<file path="src/rtl/mcp_bus_ctrl.sv">
// mcp_bus_ctrl: shared flash+SRAM package bus controller.
// Round-robin between two ports; timed setup/strobe/recovery.
module mcp_bus_ctrl #(
  parameter int AB        = 20,
  parameter int W         = 16,
  parameter int T_SETUP   = 1,
  parameter int T_ACC     = 7,
  parameter int T_WP      = 4,
  parameter int T_REC     = 1,
  parameter int BUSY_WAIT = 1
) (
  input  logic            CLK,
  input  logic            XRESET,
  input  logic [1:0]      REQ,
  input  logic [1:0]      WR,
  input  logic [1:0]      SEL,
  input  logic [2*AB-1:0] ADDR,
  input  logic [2*W-1:0]  WDATA,
  input  logic [3:0]      BE,
  output logic [1:0]      ACK,
  output logic [W-1:0]    RDATA,
  output logic [AB-1:0]   MA,
  output logic [W-1:0]    DQ_O,
  output logic            DQ_OE,
  input  logic [W-1:0]    DQ_I,
  output logic            XCEF,
  output logic            XCE1S,
  output logic            CE2S,
  output logic            XOE,
  output logic            XWE,
  output logic            XLB,
  output logic            XUB,
  input  logic            RY_XBY
);

  localparam logic [3:0] SETUP_N = 4'(T_SETUP);
  localparam logic [3:0] ACC_N   = 4'(T_ACC);
  localparam logic [3:0] WP_N    = 4'(T_WP);
  localparam logic [3:0] REC_N   = 4'(T_REC);
  localparam bit         BW      = (BUSY_WAIT != 0);

  typedef enum logic [1:0] {
    IDLE, SETUP, STROBE, REC
  } state_t;

  state_t          state_q, state_d;
  logic [3:0]      cnt_q, cnt_d;
  logic            ptr_q, ptr_d;
  logic            gnt_q, gnt_d;
  logic            load;
  logic            wr_q, sel_q;
  logic [AB-1:0]   addr_q;
  logic [1:0]      be_q;
  logic [W-1:0]    wdata_q, rdata_q;
  logic [1:0]      elig;
  logic            flash_busy;
  logic            last_cnt, first_rec;

  assign flash_busy = BW & ~RY_XBY;
  assign elig[0]    = REQ[0] & ~(~SEL[0] & flash_busy);
  assign elig[1]    = REQ[1] & ~(~SEL[1] & flash_busy);
  assign last_cnt   = (cnt_q == 4'd1);
  assign first_rec  = (cnt_q == REC_N);

  assign MA    = addr_q;
  assign DQ_O  = wdata_q;
  assign RDATA = rdata_q;

  // FSM state, phase counter, arbitration pointer
  always_ff @(posedge CLK or negedge XRESET) begin
    if (!XRESET) begin
      state_q <= IDLE;
      cnt_q   <= '0;
      ptr_q   <= 1'b0;
      gnt_q   <= 1'b0;
    end else begin
      state_q <= state_d;
      cnt_q   <= cnt_d;
      ptr_q   <= ptr_d;
      gnt_q   <= gnt_d;
    end
  end

  // Capture the granted request so requesters may change after grant
  always_ff @(posedge CLK or negedge XRESET) begin
    if (!XRESET) begin
      wr_q    <= 1'b0;
      sel_q   <= 1'b0;
      addr_q  <= '0;
      be_q    <= '0;
      wdata_q <= '0;
    end else if (load) begin
      wr_q    <= gnt_d ? WR[1]  : WR[0];
      sel_q   <= gnt_d ? SEL[1] : SEL[0];
      addr_q  <= gnt_d ? ADDR[2*AB-1:AB] : ADDR[AB-1:0];
      be_q    <= gnt_d ? BE[3:2] : BE[1:0];
      wdata_q <= gnt_d ? WDATA[2*W-1:W] : WDATA[W-1:0];
    end
  end

  // Read data sampled on the edge that ends the output-enable strobe
  always_ff @(posedge CLK or negedge XRESET) begin
    if (!XRESET) begin
      rdata_q <= '0;
    end else if (state_q == STROBE && last_cnt && !wr_q) begin
      rdata_q <= DQ_I;
    end
  end

  // Next state, arbitration and bus strobes
  always_comb begin
    state_d = state_q;
    cnt_d   = cnt_q;
    ptr_d   = ptr_q;
    gnt_d   = gnt_q;
    load    = 1'b0;
    XCEF    = 1'b1;
    XCE1S   = 1'b1;
    CE2S    = 1'b0;
    XOE     = 1'b1;
    XWE     = 1'b1;
    XLB     = 1'b1;
    XUB     = 1'b1;
    DQ_OE   = 1'b0;
    ACK     = 2'b00;
    unique case (state_q)
      IDLE: begin
        if (|elig) begin
          gnt_d   = (&elig) ? ptr_q : elig[1];
          ptr_d   = ~gnt_d;
          load    = 1'b1;
          state_d = SETUP;
          cnt_d   = SETUP_N;
        end
      end
      SETUP, STROBE: begin
        XCEF  = sel_q;
        XCE1S = ~sel_q;
        CE2S  = sel_q;
        XLB   = ~(sel_q & be_q[0]);
        XUB   = ~(sel_q & be_q[1]);
        DQ_OE = wr_q;
        if (state_q == STROBE) begin
          XOE = wr_q;
          XWE = ~wr_q;
        end
        if (!last_cnt) begin
          cnt_d = cnt_q - 4'd1;
        end else if (state_q == SETUP) begin
          state_d = STROBE;
          cnt_d   = wr_q ? WP_N : ACC_N;
        end else begin
          state_d = REC;
          cnt_d   = REC_N;
        end
      end
      REC: begin
        if (first_rec) begin
          DQ_OE = wr_q;
          ACK   = gnt_q ? 2'b10 : 2'b01;
        end
        if (last_cnt) begin
          state_d = IDLE;
          cnt_d   = '0;
        end else begin
          cnt_d = cnt_q - 4'd1;
        end
      end
      default: begin
        state_d = IDLE;
        cnt_d   = '0;
      end
    endcase
  end

endmodule

</file>
<file path="config.mk">
export PLATFORM = sky130hd
export DESIGN_NAME = mcp_bus_ctrl
export DESIGN_NICKNAME = d
export VERILOG_FILES = /design/src/rtl/mcp_bus_ctrl.sv
export SDC_FILE = /design/constraint.sdc
export NUM_CORES = 1
export LEC_CHECK = 0
export ABC_CLOCK_PERIOD_IN_PS = 3600
export CORE_MARGIN = 8
export CORE_UTILIZATION = 32
export DETAILED_ROUTE_END_ITERATION = 8
export PLACE_DENSITY_LB_ADDON = 0.12
export SETUP_SLACK_MARGIN = 0.05
export SYNTH_ARGS = -nofsm -noshare
export SYNTH_HDL_FRONTEND = slang
export SYNTH_SLANG_ARGS = --single-unit
export TNS_END_PERCENT = 20
</file>
<file path="constraint.sdc">
create_clock -name CLK -period 3.6 [get_ports CLK]
set_clock_uncertainty 0.15 [all_clocks]
set_input_delay 0.72 -clock CLK [delete_from_list [all_inputs] [get_ports CLK]]
set_output_delay 0.72 -clock CLK [all_outputs]
set_load 0.02 [all_outputs]
</file>
Word level (Yosys, flattened, before mapping)
Index checks and enable logic that the tools add are counted.
{"block": "word_totals", "regBits": 64, "inputBits": 101, "out_inout_bits": 62, "word_cells": 78}
{"block": "op_classes", "n_addsub": 1, "n_eq_ne": 7, "muxes": 35, "bitwise_logic": 16, "n_reduce_logical": 9}
{"cell": "$mux W20", "count": 1}
{"cell": "$mux W1", "count": 18}
{"cell": "$mux W16", "count": 1}
{"cell": "$mux W2", "count": 8}
{"cell": "$mux W4", "count": 3}
{"cell": "$pmux W4 S3", "count": 1}
{"cell": "$not A1 Y1", "count": 10}
{"cell": "$and A1 B1 Y1", "count": 6}
{"cell": "$ne A2 B2 Y1 const B", "count": 3}
{"cell": "$pmux W2 S3", "count": 1}
{"cell": "$eq A2 B2 Y1 const B", "count": 2}
{"cell": "$eq A4 B1 Y1 const B", "count": 1}
{"cell": "$reduce_and A2 Y1", "count": 2}
{"cell": "$reduce_or A2 Y1", "count": 2}
{"cell": "$sub A4 B1 Y4 const B", "count": 1}
{"cell": "$mux W3", "count": 1}
{"cell": "$reduce_and A3 Y1", "count": 1}
{"cell": "$eq A2 B1 Y1 const B", "count": 1}
{"cell": "$logic_and A1 B1 Y1", "count": 2}
{"cell": "$logic_not A2 Y1", "count": 1}
{"cell": "$pmux W1 S2", "count": 1}
{"cell": "$logic_not A1 Y1", "count": 1}

Longest topological paths before layout
Gate-level depths: netlist of run 1.
{"block": "logic_depth", "depth_word": 9, "mapped_depth": 7, "depth_no_buf": 6}

Worst setup path after synthesis of run 1
OpenSTA, ideal clock, no wires.
{"block": "synth_path", "path_type": "register -> output", "start": "reg cnt_q[1]", "end": "out DQ_OE", "t_arrival_ns": 1.808, "required_ns": 2.730, "path_slack_ns": 0.922, "path_stages_with_launch": 6, "n_path_buf": 0, "cell_sequence": "dfrtp_1 -> inv_1 -> ha_1 -> nor3b_1 -> a21oi_1 -> nor3b_1"}
{"block": "synth_between", "elab_chain_len": 3}
{"item": "from (decl)", "line_no": "47", "rtl": "logic [3:0] cnt_q, cnt_d;"}
{"item": "from (signal assigned)", "line_no": "78", "rtl": "cnt_q <= cnt_d;"}
{"item": "$eq A4 B1 Y1", "line_no": "63", "rtl": "assign first_rec = (cnt_q == REC_N);"}
{"item": "$mux W1", "line_no": "158", "rtl": "if (first_rec) begin"}
{"item": "$pmux W1 S2", "line_no": "126", "rtl": "unique case (state_q)"}
{"item": "to (decl)", "line_no": "24", "rtl": "output logic DQ_OE,"}
No other way between the ends.

Final worst setup path of run 1
Same ends and word-level chain as after synthesis.

==> metrics.yaml, run 1 <==
fin_setup_tns_ns: 0
netlist_instances: 282
timing.critical_path.to_type: "output port"
netlist.top_cell.by_area: "dfrtp_1"
wl_um: 9030
ant_nets: 0
synth.avg_cell_area_um2: 11.0
post-synth-top-area-fraction: 0.517
total_core_area_um2: 9590
worstPathCellList: "inv_1, ha_1, nor3b_1, buf_4, a21oi_1, nor3b_1, clkdlybuf4s50_1"
ys_ff_latch: 64
numCtsBuffers: 9
cts_repair_resize_count: 0
max-cap-violations: 0
post_route_cells_drive_above_1_share: 0.0915
layout_min_cycle_time_ns: 3.16
hold_bufs_at_cts: 0
critPathMaxFanout: 8
power_frac_comb: 0.555
post-route-drc-count: 0
seq_power_share: 0.289
cts_root_buf: "clkbuf_8"
cp-start-kind: "flop"
setup-violations-final: 0
critical_path_arrival_ns: 2.29
max_slew_margin: 0.429
synth_warnings: 0
synth.net_count: 390
fp-row-count: 36
power.share.clock: 0.156
place.detailed.hpwl_um: 7100
antenna_found_initial: 0
yosysSeqAreaShare: 0.517
final_cell_mix: "clkdlybuf4s50_1 (161), dfrtp_1 (64), nand2_1 (47)"
layout.filler_cells: 884
power_density_over_the_cells_nw_per_um2: 861
critical-path-top-cell-by-count: "nor3b_1"
cts.path.max_buffers: 2
syn-cell-area_um2: 3100
grt_pass1_wl_um: 14300
most_common_cell_after_layout_fill_and_taps_aside: "clkdlybuf4s50_1"
timing.critical_path.slowest_cell_delay_ns: 0.63
design.die.area_um2: 13100
fin_area_um2: 5100
crit_path_top_delay_cell: "clkdlybuf4s50_1"
area_growth_pct: 64.6
grt_setup_unrepaired: "no"
die_w_um: 114
cts_tree: "done"
preCtsSetupSlack_ns: 0.794
async_flop_share: 1.00
worst-slew-pin-transition_ns: 0.857
final-hold-violation-count: 0
dr_total_vias: 2622
io_pins: 163
synth_edf_count: 0
drt_first_pass_iters: 4
postLayoutSetupSlackWorst_ns: 0.435
post_dp_cell_area_um2: 4880
grt-ovfl-total: 0
cts.clk_slew.worst_paths_ns: 0.08
p_leak_uw: 0.00230
drt-vias-per-instance: 4.51
post_drt_wl_per_cell_um: 15.5
port-buffer-count: 162
grt_pass1_vias: 2768
result_of_the_run: "completed"
htree_num_levels: 3
reg2reg_depth: 5
cp_data_required_time_ns: 2.73
initial_core_util: 0.323
routabilityCongestion: 0.751
postCtsSetupBuffers: 0
final_nets: 551
critical_path_class: "reg2out"
synthTopCellsByArea: "dfrtp_1 (52%), mux2i_1 (13%), o21ai_0 (7.4%)"
grt_start_max_net_pins: 42
p_sw_uw: 1710
ir_worst_vdd_mv: 0.318
cts.sinks: 64
insertedDiodeCount: 0
min-delay-path-class: "in2async"
drt_first_iter_violations: 82
achievable-frequency_mhz: 316
grt_use_total: 0.139
die_h_um: 114
synth_cell_type_count: 35
switching_part_of_the_total: 0.390
clk_latency_ns: 0.33
drv_slew: 0
cell_internal_pwr_uw: 2680
synthFlopType: "dfrtp_1"
finalCritPeriodShare: 0.879
## power by group through the flow
stage	Sequential [uW]	Combinational [uW]	Clock (uW)
3_3_place_gp	1270	2460	0
4_1_cts	1270	2480	712
5_1_grt	1320	2650	740
3_5_place_dp	1280	2470	0
6_report	1270	2440	687
2_1_floorplan	1610	1060	0
## Yosys cell counts, types with 2 or more instances
| cell type | number |
|---|---|
| o21ai_0 | 46 |
| nor3b_1 | 2 |
| nand2_1 | 47 |
| nand2b_1 | 2 |
| mux2_4 | 10 |
| buf_2 | 4 |
| nor2_1 | 3 |
| buf_6 | 2 |
| a21oi_1 | 5 |
| mux2i_1 | 41 |
| clkbuf_1 | 11 |
| mux2_2 | 6 |
| dfrtp_1 | 64 |
| and3_1 | 2 |
| o211a_1 | 2 |
| a21o_1 | 2 |
| o31ai_1 | 3 |
| ha_1 | 7 |
| inv_1 | 7 |
## layout make-up
class                           count  area (um2)  area share
Timing Repair Buffer              167        1690       0.332
Sequential cell                    64        1600       0.314
Multi-Input combinational cell    194        1390       0.273
Tap cell                          133         166      0.0326
Clock buffer                        9         124      0.0243
Clock inverter                      7        95.1      0.0187
Inverter                            7        26.3     0.00515
## metal layers
metal,GRT usage,part of all wire
met2,0.215,0.45
met5,0,0
met3,0.0670,0.10
met1,0.161,0.43
met4,0.0594,0.016
## state kept, by name, summed over array words and instances, names as in the netlist
name	cells
MA	20
DQ_O	16
RDATA	16
cnt_q	4
be_q	2
state_q	2
gnt_q	1
ptr_q	1
sel_q	1
wr_q	1
## logic make-up after synthesis
| family | share of synthesized area |
|---|---|
| multiplexers | 0.203 |
| buffers and inverters | 0.0356 |
| adder cells (fa/ha/maj) | 0.0283 |
| AND/OR/NAND/NOR | 0.0909 |
| AO/OA/AOI/OAI | 0.125 |
| flip-flops | 0.517 |
## metrics by stage
step	hold WS [ns]	total power [uW]	instances	utilization
floorplan	0.274	2670	282	-
global placement	0.311	3720	565	0.508
detailed placement	0.319	3750	565	0.508
CTS	0.328	4460	581	0.531
global route	0.341	4700	581	0.531
finish	0.309	4390	581	0.531
## critical path, delay by kind of cell, from the launching register on
kind,cells,cell delay (ns)
adders and majority gates,1,0.18
and+or+nand+nor,2,0.39
DFF,1,0.41
AOI/OAI and AO/OA,1,0.07
buffers and inverters,3,0.90
## path summary, 6_finish.rpt
path	start	to	slack, ns
max	cnt_q[1]	DQ_OE	0.44
min	XRESET	cnt_q[1]	0.31
max reg2reg	cnt_q[1]	RDATA[6]	1.26
min reg2reg	DQ_O[4]	DQ_O[4]	0.33
max in group asynchronous	XRESET	RDATA[4]	2.34
min in group CLK	DQ_O[4]	DQ_O[4]	0.33
Power figures use the tool's default switching activity.
==> run 2: changes to the inputs <==
--- a/config.mk
+++ b/config.mk
@@ -10,8 +10,8 @@
 export CORE_UTILIZATION = 32
 export DETAILED_ROUTE_END_ITERATION = 8
 export PLACE_DENSITY_LB_ADDON = 0.12
+export REMOVE_ABC_BUFFERS = 1
 export SETUP_SLACK_MARGIN = 0.05
 export SYNTH_ARGS = -nofsm -noshare
 export SYNTH_HDL_FRONTEND = slang
 export SYNTH_SLANG_ARGS = --single-unit
-export TNS_END_PERCENT = 20
==> run 2 against run 1 <==
Fmax is 0.17% lower; first-iteration DRC count increased by 2.4%; critical path depth is the same; wire length fell by 1.8%; design area down 1.1%; combinational power about the same; count of clock-buffer cells in the layout increased by 2; highest routed layer unchanged; critical path type unchanged; total power decreased by 3.5%; sequential cell count unchanged; clock power decreased by 20%; non-clock buffer count stayed put; largest power group unchanged; worst setup slack lost 0.0054 ns.
==> metrics.yaml, run 2 (synthesis gave the netlist of run 1 again) <==
timing.critical_path.slowest_cell_delay_ns: 0.64  # about the same
die_w_um: 114  # unchanged
antenna_found_initial: 0  # unchanged
hold_bufs_at_cts: 0  # unchanged
path_buf_inv: 3  # unchanged
grt_setup_unrepaired: "no"
io_pins: 163  # unchanged
largest_register_ffs: 20  # unchanged
final_cell_mix: "clkdlybuf4s50_1 (161), dfrtp_1 (64), nand2_1 (47)"
cp-start-kind: "flop"
post_drt_wl_per_cell_um: 15.3  # -1.8%
design.die.area_um2: 13100  # unchanged
port-buffer-count: 162  # unchanged
grt_start_max_net_pins: 65  # +55%
r2r-start: "state_q[0]"
dr_total_vias: 2618  # -0.15%
drt-vias-per-instance: 4.51  # -0.15%
grt_pass1_wl_um: 14300  # unchanged
grt-ovfl-total: 0  # unchanged
critical-path-top-cell-by-count: "nor3b_1"
final-hold-violation-count: 0  # unchanged
routabilityCongestion: 0.742  # -1.3%
cp_data_required_time_ns: 2.73  # about the same
timing.critical_path.to_type: "output port"
crit_path_top_delay_cell: "clkdlybuf4s50_1"
max_slew_margin: 0.422  # -0.00678
result_of_the_run: "completed"
cts.clk_slew.worst_paths_ns: 0.08  # about the same
critical_path_class: "reg2out"
achievable-frequency_mhz: 315  # -0.17%
setup-violations-final: 0  # unchanged
drt_first_iter_violations: 84  # +2.4%
cts_root_buf: "clkbuf_8"
p_leak_uw: 0.00226  # -1.5%
post_route_cells_drive_above_1_share: 0.0893  # -0.00223
htree_num_levels: 3  # unchanged
cts.sinks: 64  # unchanged
cts.path.max_buffers: 2  # unchanged
layout.filler_cells: 891  # +0.79%
wl_um: 8870  # -1.8%
ir_worst_vdd_mv: 0.406  # +28%
total_core_area_um2: 9590  # unchanged
most_common_cell_after_layout_fill_and_taps_aside: "clkdlybuf4s50_1"
critical_path_arrival_ns: 2.30  # about the same
reg2reg_depth: 7  # +2
worstPathCellList: "inv_1, ha_1, nor3b_1, buf_4, a21oi_1, nor3b_1, clkdlybuf4s50_1"
area_growth_pct: 62.7
final_nets: 551  # unchanged
ant_nets: 0  # unchanged
power_uw: 4240  # -3.5%
critPathMaxFanout: 8  # unchanged
numCtsBuffers: 9  # unchanged
min-delay-path-class: "in2async"
postCtsSetupBuffers: 0  # unchanged
cp_top_family: "buffers and inverters"
fin_setup_tns_ns: 0  # unchanged
cts_tree: "done"
max-cap-violations: 0  # unchanged
clk_latency_ns: 0.33  # about the same
drv_slew: 0  # unchanged
finalCritPeriodShare: 0.881  # +0.00151
reg2reg_slack_ns: 1.26  # about the same
cts_repair_resize_count: 0  # unchanged
grt_use_total: 0.140  # +0.000466
grt_pass1_vias: 2865  # +3.5%
layout_min_cycle_time_ns: 3.17  # +0.00542 ns
post-route-drc-count: 0  # unchanged
drt_first_pass_iters: 4  # unchanged
initial_core_util: 0.323  # unchanged
fp-row-count: 36  # unchanged
insertedDiodeCount: 0  # unchanged
worst-slew-pin-transition_ns: 0.867  # +0.0102 ns
end_of_the_worst_register_to_register_path: "DQ_O[4]"
place.detailed.hpwl_um: 6820  # -3.9%
power_density_over_the_cells_nw_per_um2: 841  # -2.4%
die_h_um: 114  # unchanged
run 2: power breakdown:
part           leakage [uW]  total [uW]  switching (uW)  internal [uW]
Sequential         0.000782        1280             213           1070
Clock             0.0000813         547             281            266
Combinational       0.00140        2410            1200           1210
run 2: metrics by stage:
stage / instance area, um2 / utilization / instances / hold WS (ns) / worst slack (ns)
6_report: 5040 / 0.525 / 581 / 0.235 / 0.430
5_1_grt: 5040 / 0.525 / 581 / 0.260 / 0.197
4_1_cts: 5040 / 0.525 / 581 / 0.239 / 0.376
3_5_place_dp: 4870 / 0.507 / 565 / 0.320 / 0.733
3_3_place_gp: 4870 / 0.507 / 565 / 0.310 / 0.797
2_1_floorplan: 3010 / - / 265 / 0.274 / 0.425
run 2: per-layer routing:
layer  GRT usage  share of wire  up-vias  wire [um]
li1            -              -     1305          -
met1       0.164           0.44     1200       3870
met2       0.217           0.45      103       4020
met3      0.0659          0.098       10        867
met4      0.0532          0.012        0        110
met5           0              0        -          0
run 2: worst max-delay path by stage:
stage,start,endpoint,depth (start not counted)
3_3_place_gp,cnt_q[1],DQ_OE,7
5_1_grt,cnt_q[1],DQ_OE,7
6_report,cnt_q[1],DQ_OE,7
4_1_cts,cnt_q[1],DQ_OE,7
3_5_place_dp,RY_XBY,DQ_O[4],6
2_1_floorplan,RY_XBY,DQ_O[0],4
run 2: cell type report:
class | instances | area (um2) | share of cell area
repair buffers | 167 | 1680 | 0.333
clock buffers | 11 | 141 | 0.0281
inverters | 7 | 26.3 | 0.00521
well taps | 133 | 166 | 0.0330
clock inverters | 5 | 32.5 | 0.00645
flip-flops and latches | 64 | 1600 | 0.318
multi-input cells | 194 | 1390 | 0.276
==> run 3: changes to the inputs <==
--- a/config.mk
+++ b/config.mk
@@ -6,7 +6,7 @@
 export NUM_CORES = 1
 export LEC_CHECK = 0
 export ABC_CLOCK_PERIOD_IN_PS = 3600
-export CORE_MARGIN = 8
+export CORE_MARGIN = 2
 export CORE_UTILIZATION = 32
 export DETAILED_ROUTE_END_ITERATION = 8
 export PLACE_DENSITY_LB_ADDON = 0.12
==> run 3 against run 2 <==
Worst hold slack worse by 0.097 ns; non-clock buffer count stayed put; clock power is 21% higher; wire length is 11% lower; total power is 2.4% higher; largest cell class unchanged; die area is 20% lower; largest power group unchanged; critical path type unchanged; highest routed layer unchanged; design area is 0.67% higher.
==> metrics.yaml, run 3 (synthesis gave the netlist of run 1 again) <==
grt_pass1_vias: 2532  # -12%
p_leak_uw: 0.00229  # +1.1%
cts.clk_slew.worst_paths_ns: 0.07  # about the same
drv_slew: 0  # unchanged
post_drt_wl_per_cell_um: 13.7  # -10%
cp_top_family: "buffers and inverters"
achievable-frequency_mhz: 315  # -0.25%
die_w_um: 102  # -10%
most_common_cell_after_layout_fill_and_taps_aside: "clkdlybuf4s50_1"
wl_um: 7910  # -11%
postCtsSetupBuffers: 0  # unchanged
critical_path_class: "reg2out"
final-hold-violation-count: 0  # unchanged
cp_data_required_time_ns: 2.73  # about the same
power_uw: 4340  # +2.4%
ir_worst_vdd_mv: 0.321  # -21%
power_frac_comb: 0.553  # -0.015
layout_min_cycle_time_ns: 3.18  # +0.00802 ns
grt-ovfl-total: 0  # unchanged
startpoint_of_the_most_critical_setup_path: "cnt_q[1]"
max_slew_margin: 0.423  # +0.00132
cts_repair_resize_count: 0  # unchanged
grt_use_total: 0.155  # +0.0155
layout.filler_cells: 843  # -5.4%
cp-start-kind: "flop"
timing.critical_path.to_type: "output port"
worst-slew-pin-transition_ns: 0.865  # -0.00197 ns
grt_pass1_wl_um: 12400  # -13%
r2r-start: "cnt_q[1]"
critical-path-top-cell-by-count: "nor3b_1"
drt_first_iter_violations: 48  # -43%
seqCellArea_um2: 1600  # unchanged
fin_area_um2: 5070  # +0.67%
critPathMaxFanout: 8  # unchanged
p_sw_uw: 1670  # -1.6%
final_nets: 551  # unchanged
drt_first_pass_iters: 4  # unchanged
post_dp_cell_area_um2: 4860  # -0.10%
switching_part_of_the_total: 0.384  # -0.0156
finalCritPeriodShare: 0.883  # +0.00223
post_route_cells_drive_above_1_share: 0.0871  # -0.00223
cts.sinks: 64  # unchanged
worstPathCellList: "inv_1, ha_1, nor3b_1, buf_4, a21oi_1, nor3b_1, clkdlybuf4s50_1"
area_growth_pct: 63.8
place.detailed.hpwl_um: 5990  # -12%
numCtsBuffers: 9  # unchanged
cell_internal_pwr_uw: 2670  # +5.1%
power.share.clock: 0.153  # +0.024
power_density_over_the_cells_nw_per_um2: 855  # +1.7%
logic_depth_of_the_worst_setup_path_including_buffers: 7  # unchanged
final_cell_mix: "clkdlybuf4s50_1 (161), dfrtp_1 (64), nand2_1 (47)"
cts.path.max_buffers: 2  # unchanged
initial_core_util: 0.332  # +0.00922
hold_bufs_at_cts: 0  # unchanged
placed_cells: 561  # -0.71%
min-delay-path-class: "in2async"
drt-vias-per-instance: 4.53  # +0.62%
reg2reg_depth: 5  # -2
crit_path_top_delay_cell: "clkdlybuf4s50_1"
grt_setup_unrepaired: "no"
end_of_the_worst_register_to_register_path: "RDATA[15]"
setup-violations-final: 0  # unchanged
htree_num_levels: 3  # unchanged
timing.critical_path.slowest_cell_delay_ns: 0.65  # about the same
clk_latency_ns: 0.33  # about the same
cts_tree: "done"
antenna_found_initial: 0  # unchanged
finish.cell_count_without_fillers: 577  # -0.69%
critical_path_arrival_ns: 2.31  # about the same
port-buffer-count: 162  # unchanged
post-route-drc-count: 0  # unchanged
routabilityCongestion: 0.791  # +6.6%
max-cap-violations: 0  # unchanged
fin_setup_tns_ns: 0  # unchanged
cts_root_buf: "clkbuf_8"
ant_nets: 0  # unchanged
path_buf_inv: 3  # unchanged
io_pins: 163  # unchanged
dr_total_vias: 2616  # -0.076%
multiInputGateArea_um2: 1390  # unchanged
result_of_the_run: "completed"
critPathCapture: "DQ_OE"
seq_power_share: 0.294  # -0.009
design.die.area_um2: 10500  # -20%
largest_register_ffs: 20  # unchanged
reg2reg_slack_ns: 1.27  # about the same
insertedDiodeCount: 0  # unchanged
die_h_um: 102  # -10%
grt_start_max_net_pins: 81  # +25%
fp-row-count: 35  # -2.8%
total_core_area_um2: 9330  # -2.8%
## run 3: cell types whose count changed in the layout (fill, tap and decap cells not counted), sizes merged
cell	delta
bufinv	+2
clkinvlp	-2
## run 3: metrics by stage
step | setup slack, ns | hold slack [ns] | utilization
floorplan | 0.425 | 0.274 | -
global placement | 0.857 | 0.312 | 0.521
detailed placement | 0.802 | 0.318 | 0.521
CTS | 0.411 | 0.136 | 0.544
global route | 0.264 | 0.135 | 0.544
finish | 0.422 | 0.138 | 0.544
## run 3: cell type report
type / count / share of cell area
tap: 129 / 0.0318
timing repair buffer: 167 / 0.331
clock buffer: 11 / 0.0259
inverter: 7 / 0.00518
multi-input combinational: 194 / 0.274
sequential: 64 / 0.316
clock inverter: 5 / 0.0160
## run 3: layer usage
metal / GRT usage / vias to the layer above / wire [um]
li1: - / 1310 / -
met1: 0.189 / 1177 / 3300
met2: 0.237 / 119 / 3550
met3: 0.0766 / 10 / 967
met4: 0.0595 / 0 / 94
met5: 0 / - / 0
## run 3: worst register-to-register path: stages (launching register included)
cell and delay [ns]:
dfrtp_1 0.40, inv_1 0.08, ha_1 0.17, or3b_4 0.42, or2_1 0.56, mux2_4 0.43
## run 3: power groups by stage
stage	clock network [uW]	logic, uW	registers [uW]
2_1_floorplan	0	1050	1610
3_3_place_gp	0	2420	1280
3_5_place_dp	0	2430	1280
4_1_cts	684	2440	1280
5_1_grt	719	2620	1330
6_report	664	2400	1270
## run 3: worst min path at each step
| stage | startpoint | end | cells past startpoint |
|---|---|---|---|
| 6_report | XRESET | cnt_q[3] | 1 |
| 2_1_floorplan | XRESET | DQ_O[0] | 0 |
| 5_1_grt | XRESET | DQ_O[1] | 1 |
| 4_1_cts | XRESET | cnt_q[3] | 1 |
| 3_5_place_dp | ptr_q | ptr_q | 1 |
| 3_3_place_gp | MA[12] | MA[12] | 2 |
